--- config.mk ---
export PLATFORM = sky130hd
export DESIGN_NAME = lfa_adc_sampler_flat
export DESIGN_NICKNAME = d
export VERILOG_FILES = /design/src/rtl/lfa_adc_sampler_if.sv /design/src/rtl/lfa_adc_sampler.sv /design/src/flat_wrapper.sv
export SDC_FILE = /design/constraint.sdc
export NUM_CORES = 1
export LEC_CHECK = 0
export ABC_AREA = 1
export CAP_MARGIN = 10
export CORE_MARGIN = 4
export CORE_UTILIZATION = 46
export CTS_CLUSTER_SIZE = 12
export DETAILED_ROUTE_END_ITERATION = 16
export PLACE_DENSITY = 0.78
export SLEW_MARGIN = 15
export SYNTH_ARGS = -nofsm -noshare
export SYNTH_HDL_FRONTEND = slang
export SYNTH_SLANG_ARGS = --single-unit
export TNS_END_PERCENT = 20
--- constraint.sdc ---
create_clock -name clk_3125KHz -period 1.6 [get_ports clk_3125KHz]
set_input_delay 0.48 -clock clk_3125KHz [delete_from_list [all_inputs] [get_ports clk_3125KHz]]
set_output_delay 0.48 -clock clk_3125KHz [all_outputs]
set_load 0.1 [all_outputs]
--- src/rtl/lfa_adc_sampler_if.sv ---
// SPI bus between the LFA sampler (master) and the ADC128S022 (slave).
interface lfa_adc_sampler_if;
  logic adc_cs_n;
  logic adc_sck;
  logic adc_din;
  logic adc_dout;

  modport master (output adc_cs_n, output adc_sck, output adc_din, input adc_dout);
  modport slave  (input adc_cs_n, input adc_sck, input adc_din, output adc_dout);
endinterface

--- src/rtl/lfa_adc_sampler.sv ---
// Scans the left/middle/right line sensors on an ADC128S022 and presents
// registered 12-bit results plus a one-cycle strobe per complete scan.
//
// state    | meaning
// ---------+------------------------------------------------------------
// ST_GAP   | cs_n high for FRAME_GAP cycles between frames
// ST_FRAME | cs_n low, 16 SCLK periods (32 clk), address out / data in
// ST_LATCH | cs_n high, store previous channel's result, advance pointer
module lfa_adc_sampler #(
  parameter logic [2:0] CH_LEFT   = 3'd3,
  parameter logic [2:0] CH_MIDDLE = 3'd2,
  parameter logic [2:0] CH_RIGHT  = 3'd1,
  parameter int         FRAME_GAP = 2
) (
  input  logic                      clk_3125KHz,
  input  logic                      rst,
  lfa_adc_sampler_if.master         adc,
  output logic [11:0]               left,
  output logic [11:0]               middle,
  output logic [11:0]               right,
  output logic                      sample_valid
);

  typedef enum logic [1:0] {ST_GAP, ST_FRAME, ST_LATCH} state_t;

  localparam logic [1:0] PTR_LEFT   = 2'd0;
  localparam logic [1:0] PTR_MIDDLE = 2'd1;
  localparam logic [1:0] PTR_RIGHT  = 2'd2;
  localparam logic [4:0] GAP_LOAD   = 5'(FRAME_GAP - 1);
  localparam logic [4:0] FRAME_LOAD = 5'd31;

  state_t      state_q, state_nxt;
  logic [4:0]  cnt_q, cnt_nxt;
  logic [1:0]  ptr_q, prev_q;
  logic        primed_q;
  logic [11:0] shift_q;
  logic [2:0]  addr;
  logic [15:0] ctrl;
  logic        sample_edge;
  logic        cs_n_nxt, sck_nxt, din_nxt;

  always_comb begin
    case (ptr_q)
      PTR_LEFT:   addr = CH_LEFT;
      PTR_MIDDLE: addr = CH_MIDDLE;
      default:    addr = CH_RIGHT;
    endcase
    ctrl = {2'b00, addr, 11'b0};
  end

  // cnt counts down 31..0 in FRAME; odd cnt is the low half of an SCLK period
  // and cnt[4:1] equals 15-k, so it indexes ctrl directly.
  always_comb begin
    state_nxt = state_q;
    cnt_nxt   = cnt_q;
    case (state_q)
      ST_GAP: begin
        if (cnt_q == 5'd0) begin
          state_nxt = ST_FRAME;
          cnt_nxt   = FRAME_LOAD;
        end else begin
          cnt_nxt = cnt_q - 5'd1;
        end
      end
      ST_FRAME: begin
        if (cnt_q == 5'd0) state_nxt = ST_LATCH;
        else               cnt_nxt   = cnt_q - 5'd1;
      end
      ST_LATCH: begin
        state_nxt = ST_GAP;
        cnt_nxt   = GAP_LOAD;
      end
      default: begin
        state_nxt = ST_GAP;
        cnt_nxt   = GAP_LOAD;
      end
    endcase

    cs_n_nxt = (state_nxt != ST_FRAME);
    sck_nxt  = !((state_nxt == ST_FRAME) && cnt_nxt[0]);
    din_nxt  = (state_nxt == ST_FRAME) && ctrl[cnt_nxt[4:1]];
  end

  // The clk edge ending a low SCLK half is the one that raises SCLK.
  assign sample_edge = (state_q == ST_FRAME) && cnt_q[0] && (cnt_q[4:1] <= 4'd11);

  always_ff @(posedge clk_3125KHz) begin
    if (rst) begin
      state_q      <= ST_GAP;
      cnt_q        <= GAP_LOAD;
      adc.adc_cs_n <= 1'b1;
      adc.adc_sck  <= 1'b1;
      adc.adc_din  <= 1'b0;
      shift_q      <= 12'd0;
    end else begin
      state_q      <= state_nxt;
      cnt_q        <= cnt_nxt;
      adc.adc_cs_n <= cs_n_nxt;
      adc.adc_sck  <= sck_nxt;
      adc.adc_din  <= din_nxt;
      if (sample_edge) shift_q <= {shift_q[10:0], adc.adc_dout};
    end
  end

  // Each frame returns the conversion for the address sent one frame earlier.
  always_ff @(posedge clk_3125KHz) begin
    if (rst) begin
      left         <= 12'd0;
      middle       <= 12'd0;
      right        <= 12'd0;
      sample_valid <= 1'b0;
      ptr_q        <= PTR_LEFT;
      prev_q       <= PTR_LEFT;
      primed_q     <= 1'b0;
    end else begin
      sample_valid <= 1'b0;
      if (state_q == ST_LATCH) begin
        if (primed_q) begin
          case (prev_q)
            PTR_LEFT:   left   <= shift_q;
            PTR_MIDDLE: middle <= shift_q;
            PTR_RIGHT:  right  <= shift_q;
            default:    ;
          endcase
          sample_valid <= (prev_q == PTR_RIGHT);
        end
        primed_q <= 1'b1;
        prev_q   <= ptr_q;
        ptr_q    <= (ptr_q == PTR_RIGHT) ? PTR_LEFT : ptr_q + 2'd1;
      end
    end
  end

endmodule

--- src/flat_wrapper.sv ---
// flat-port wrapper written by rule: the top's interface ports become plain ports
module lfa_adc_sampler_flat 
#(
  parameter logic [2:0] CH_LEFT   = 3'd3,
  parameter logic [2:0] CH_MIDDLE = 3'd2,
  parameter logic [2:0] CH_RIGHT  = 3'd1,
  parameter int         FRAME_GAP = 2
)
  (clk_3125KHz, rst, left, middle, right, sample_valid, adc_adc_cs_n, adc_adc_sck, adc_adc_din, adc_adc_dout);
  lfa_adc_sampler_if adc_i ();
  input  logic clk_3125KHz;
  input  logic rst;
  output logic [11:0] left;
  output logic [11:0] middle;
  output logic [11:0] right;
  output logic sample_valid;
  output wire logic [$bits(adc_i.adc_cs_n)-1:0] adc_adc_cs_n;
  output wire logic [$bits(adc_i.adc_sck)-1:0] adc_adc_sck;
  output wire logic [$bits(adc_i.adc_din)-1:0] adc_adc_din;
  input wire logic [$bits(adc_i.adc_dout)-1:0] adc_adc_dout;
  assign adc_adc_cs_n = adc_i.adc_cs_n;
  assign adc_adc_sck = adc_i.adc_sck;
  assign adc_adc_din = adc_i.adc_din;
  assign adc_i.adc_dout = adc_adc_dout;
  lfa_adc_sampler #(.CH_LEFT(CH_LEFT), .CH_MIDDLE(CH_MIDDLE), .CH_RIGHT(CH_RIGHT), .FRAME_GAP(FRAME_GAP)) u_core (.clk_3125KHz(clk_3125KHz), .rst(rst), .adc(adc_i), .left(left), .middle(middle), .right(right), .sample_valid(sample_valid));
endmodule
After elaboration in Yosys (flattened, before gate mapping):

Index checks and enable logic that the tools add are counted.

* $add $sub $neg: 2
* $lt $le $gt $ge: 2
* equality and inequality tests: 8
* mux-type cells: 10
* bitwise operators: 2
* reduce and logical (&&, ||, !) cells: 13

Operator list (count)
* 5-bit 2-to-1 mux: 2
* 5-bit one-hot mux with 2 select lines: 1
* 3-bit AND reduction: 3
* 2-bit by 1-bit == test with 1-bit output, second input constant: 4
* 2-bit one-hot mux with 2 select lines: 2
* 2-bit == test, second input constant: 3
* 2-bit logical NOT: 3
* 2-bit 2-to-1 mux: 3
* 5-bit logical NOT: 1
* 4-bit by 5-bit less-than comparator with 1-bit output, second input constant: 1
* 5-bit by 1-bit subtractor with 5-bit output, second input constant: 1
* 1-bit binary-select mux with 4-bit select: 1
* 4-bit <= comparator, second input constant: 1
* 1-bit logical AND: 4
* 3-bit OR reduction: 1
* 2-bit by 1-bit adder with 2-bit output, second input constant: 1
* 2-bit by 1-bit inequality test with 1-bit output, second input constant: 1
* 1-bit NOT: 2
* 1-bit logical NOT: 1
* 1-bit 2-to-1 mux: 1

* bits in registers: 64
* bits of input ports: 3
* word-level logic and storage cells: 50

Longest topological paths before layout:

Gate-level depths: netlist of the first run.

* word-level depth: 6
* depth in mapped cells: 10

Worst setup path after synthesis of the first run:

No wires, ideal clock.

* kind: register to register
* from: reg u_core.cnt_q[0]
* to: reg u_core.cnt_q[0]
* library setup time: 0.127 ns
* arrival: 1.352 ns
* data required time: 1.473 ns
* slack: 0.121 ns
* stages on the path, launching flop included: 7
* path through: dfxtp_1 > inv_1 > ha_1 > nand3_2 > ha_1 > a211oi_1 > nand2_1

* cells in the longest elaborated chain, start to end: 3
* elaborated cells on any way between the ends: 5
* those cells by class: 1 x add/sub; 3 x mux; 1 x reduce/logical

Ends and longest elaborated chain
* start, declared: RTL line lfa_adc_sampler.sv:33 `logic [4:0] cnt_q, cnt_nxt;`
* start signal, assigned: RTL line lfa_adc_sampler.sv:97 `cnt_q <= cnt_nxt;`
* 5-bit by 1-bit subtractor with 5-bit output or 5-bit logical NOT (tied branches)
* 5-bit 2-to-1 mux (on tied branches): RTL line lfa_adc_sampler.sv:66, lfa_adc_sampler.sv:58
* 5-bit one-hot mux with 2 select lines *: RTL line lfa_adc_sampler.sv:56 `case (state_q)`

Mark *: on every way between the ends. The rest lies on a longest branch, timed or not.
A chain may end at the register's enable or synchronous reset.

Worst setup path in the final report of the first run:

* from: reg u_core.cnt_q[0]
* to: reg u_core.adc.adc_cs_n

* cells in the longest elaborated chain, start to end: 4
* elaborated cells on any way between the ends: 5
* those cells by class: 1 x eq/ne; 3 x mux; 1 x reduce/logical

Ends and longest elaborated chain
* 5-bit logical NOT *: RTL line lfa_adc_sampler.sv:58, lfa_adc_sampler.sv:66
* 2-bit 2-to-1 mux (on tied branches): RTL line lfa_adc_sampler.sv:66, lfa_adc_sampler.sv:58
* 2-bit one-hot mux with 2 select lines *: RTL line lfa_adc_sampler.sv:56
* 2-bit by 1-bit inequality test with 1-bit output *: RTL line lfa_adc_sampler.sv:79 `cs_n_nxt = (state_nxt != ST_FRAME);`
* end signal, assigned: RTL line lfa_adc_sampler.sv:98 `adc.adc_cs_n <= cs_n_nxt;`
* end, declared: RTL line lfa_adc_sampler_if.sv:8 `modport master (output adc_cs_n, output adc_sck, output adc_din, input adc_dout);`

Marked as above.

==> metrics.txt, run 1 <==
final hold violations 0; EDFF count, synth 0; post_cts resized 0; Flop pwr share 0.458; largest net degree at the start of global routing 53; Mean Syn Cell Area between 8 and 9 um^2; Slew headroom 0.774; Power Internal 2.91 mW; DRC 0; row count 26; Util after Layout 0.684; Leakage 1.40 nW; Remaining Overflow, GRT 0; Filler cells 428; Net Count, Synth 310; Root Driver clkbuf_8; nets 357; ANT cells 0; setup violators final 0; Post-synth top flop dfxtp_1; drt total wl 5250 um; gr busiest metal met2; RSZ-0062 raised after global routing false; H-tree Lvls 3; Placeable Area 5140 um^2; count leader, synth nor2_1; post-detail-place hpwl 3780 um; share of layout cells above drive strength 1 0.201; post-CTS setup buffer count 0; CP Data Required Time 1820 ps; placed inst area about 3300 um^2; Placer Congestion 0.892; Gate Count Post-Synth 305; die area between 6000 and 7000 um^2; GRT Total Usage 0.172; number of distinct library cells after synthesis 23; Slew Limit Fails 0; clk_skew 9.51 ps; Hold Buf Count CTS 0; Num CTS Buffers 9; sequential area share after synthesis 0.522; clock power share 0.260; global routing usage on met2 0.307; initial antenna violation count 0; Max-Cap Viols 0; critical path type reg2reg; Worst setup EP type register; min-delay worst type reg2reg; Worst Path Arrival 1710 ps; area grow syn2layout 43.1%; final critical-path required period ~1500 ps; Top Ports 43; routed vias around 2100; Async SR Flop Fraction 0; global-route wire length before repair 8500 um; Clk pin slew, worst setup/hold paths 60 ps; Synth Warn # 0; Hold WS about 480 ps; status finished clean; crit path launch type register; Synth area leader dfxtp_1; Synth area leaders dfxtp_1 (52%), nor2_1 (9.9%), inv_1 (6.6%); Slew @ Worst Pin roughly 340 ps; PwrDens 1270 nW/um^2; synthesized flop and latch total 64; Routed Antenna Nets 0; M3 GR Usage 0.0333; CTS Buffer Depth 2; critical path fanouts, max 4; Synth Cell Area 2460 um^2; part of the power in combinational logic 0.283; Fmax achieved 673 MHz; clk sinks 64; die height approximately 80 um; vias in the first global route roughly 2000; vias per cell roughly 5; setup TNS 0 ps; IO buf count 42; Initial DRC Count 125; Net Sw Frac 0.345; VDD IR max between 0.0008 and 0.0009 V; drt wl/cell 12.4 um; switching power 1.54 mW; top cell type's share of synthesized area 0.522; First-pass DRT Iterations 4; CTS tree yes; chip width ~81 um; Initial Utilization 0.478; fin area 3510 um^2; GR Util met1 0.178; clock latency on the worst-skew pair between 300 and 400 ps; fin crit share 0.929; total power 4.45 mW; commonest cells in the netlist nor2_1 (65), dfxtp_1 (64), inv_1 (43)
layer usage:
metal,up-vias,wire length (um)
li1,1062,-
met1,938,2030
met2,68,2770
met3,19,253
met4,0,193
met5,-,0
layout by cell type, fill, tap and decap left out, drive strengths merged, types with 2 or more instances in the layout:
master and count:
a211oi 2, clkinv 2, inv 43, ha 2
nor2 66, clkbuf 12, clkdlybuf4s50 2, dfxtp 64
nand3 10, nor3 2, a21oi 28, buf 48
nand2 19, o21ai 50
logic make-up (layout without fill, tap and decap cells):
logic type,count (synthesis),after routing,share of synthesized area
xor gates and xnor gates,1,1,0.00357
and+or+nand+nor,99,99,0.187
DFF,64,64,0.522
adders and majority gates,2,2,0.0102
AOI/OAI and AO/OA,81,81,0.169
buffers and inverters,58,107,0.109
path summary, 6_finish.rpt:
path	startpoint	end	slack (ps)	cells past startpoint
worst min-delay path	u_core.left[9]	u_core.left[9]	480	2
worst max register to register	u_core.cnt_q[0]	u_core.adc.adc_cs_n	110	9
worst min register to register	u_core.left[9]	u_core.left[9]	480	2
worst max-delay path	u_core.cnt_q[0]	u_core.adc.adc_cs_n	110	9
sequential cells by signal, summed over array words and instances (netlist names):
signal,flops
u_core.primed_q,1
u_core.cnt_q,5
u_core.shift_q,12
u_core.left,12
u_core.right,12
u_core.adc.adc_din,1
u_core.middle,12
u_core.adc.adc_sck,1
u_core.state_q,2
u_core.sample_valid,1
u_core.prev_q,2
u_core.adc.adc_cs_n,1
u_core.ptr_q,2
area by class of cell:
| class | instances | area [um^2] | share of cell area |
|---|---|---|---|
| clock buffers | 12 | 155 | 0.0441 |
| clock inverters | 1 | 5.00 | 0.00142 |
| inverters | 44 | 166 | 0.0473 |
| multi-input cells | 183 | 926 | 0.263 |
| flip-flops and latches | 64 | 1280 | 0.365 |
| well taps | 70 | 87.6 | 0.0249 |
| repair buffers | 50 | 893 | 0.254 |
per-stage QoR:
step                      setup slack [ps]  cells
final                                  113    424
after detailed placement              21.2    411
after CTS                             8.16    424
after global routing                  19.6    424
after global placement                68.3    411
after floorplan                        121    305
power groups by stage:
stage / registers (mW) / logic, mW / clock network (mW)
6_report: 2.04 / 1.26 / 1.15
5_1_grt: 2.06 / 1.42 / 1.26
4_1_cts: 2.02 / 1.19 / 1.19
3_5_place_dp: 2.05 / 1.19 / 0
3_3_place_gp: 2.05 / 1.14 / 0
2_1_floorplan: 2.13 / 0.720 / 0
critical path: stages, from the launching register on:
cell     delay [ps]
dfxtp_1         380
inv_2            80
ha_4            180
nand4_1         110
nand2_1          70
inv_1            70
o21ai_0         130
buf_4           170
nor2_1          130
inv_1            50
(Power assumes the default switching activity.)
==> run 2, diff against run 1 <==
- CAP_MARGIN: 10 -> 20
==> results of run 2 <==
No change in the layout: final DEF, timing and power equal those of run 1.
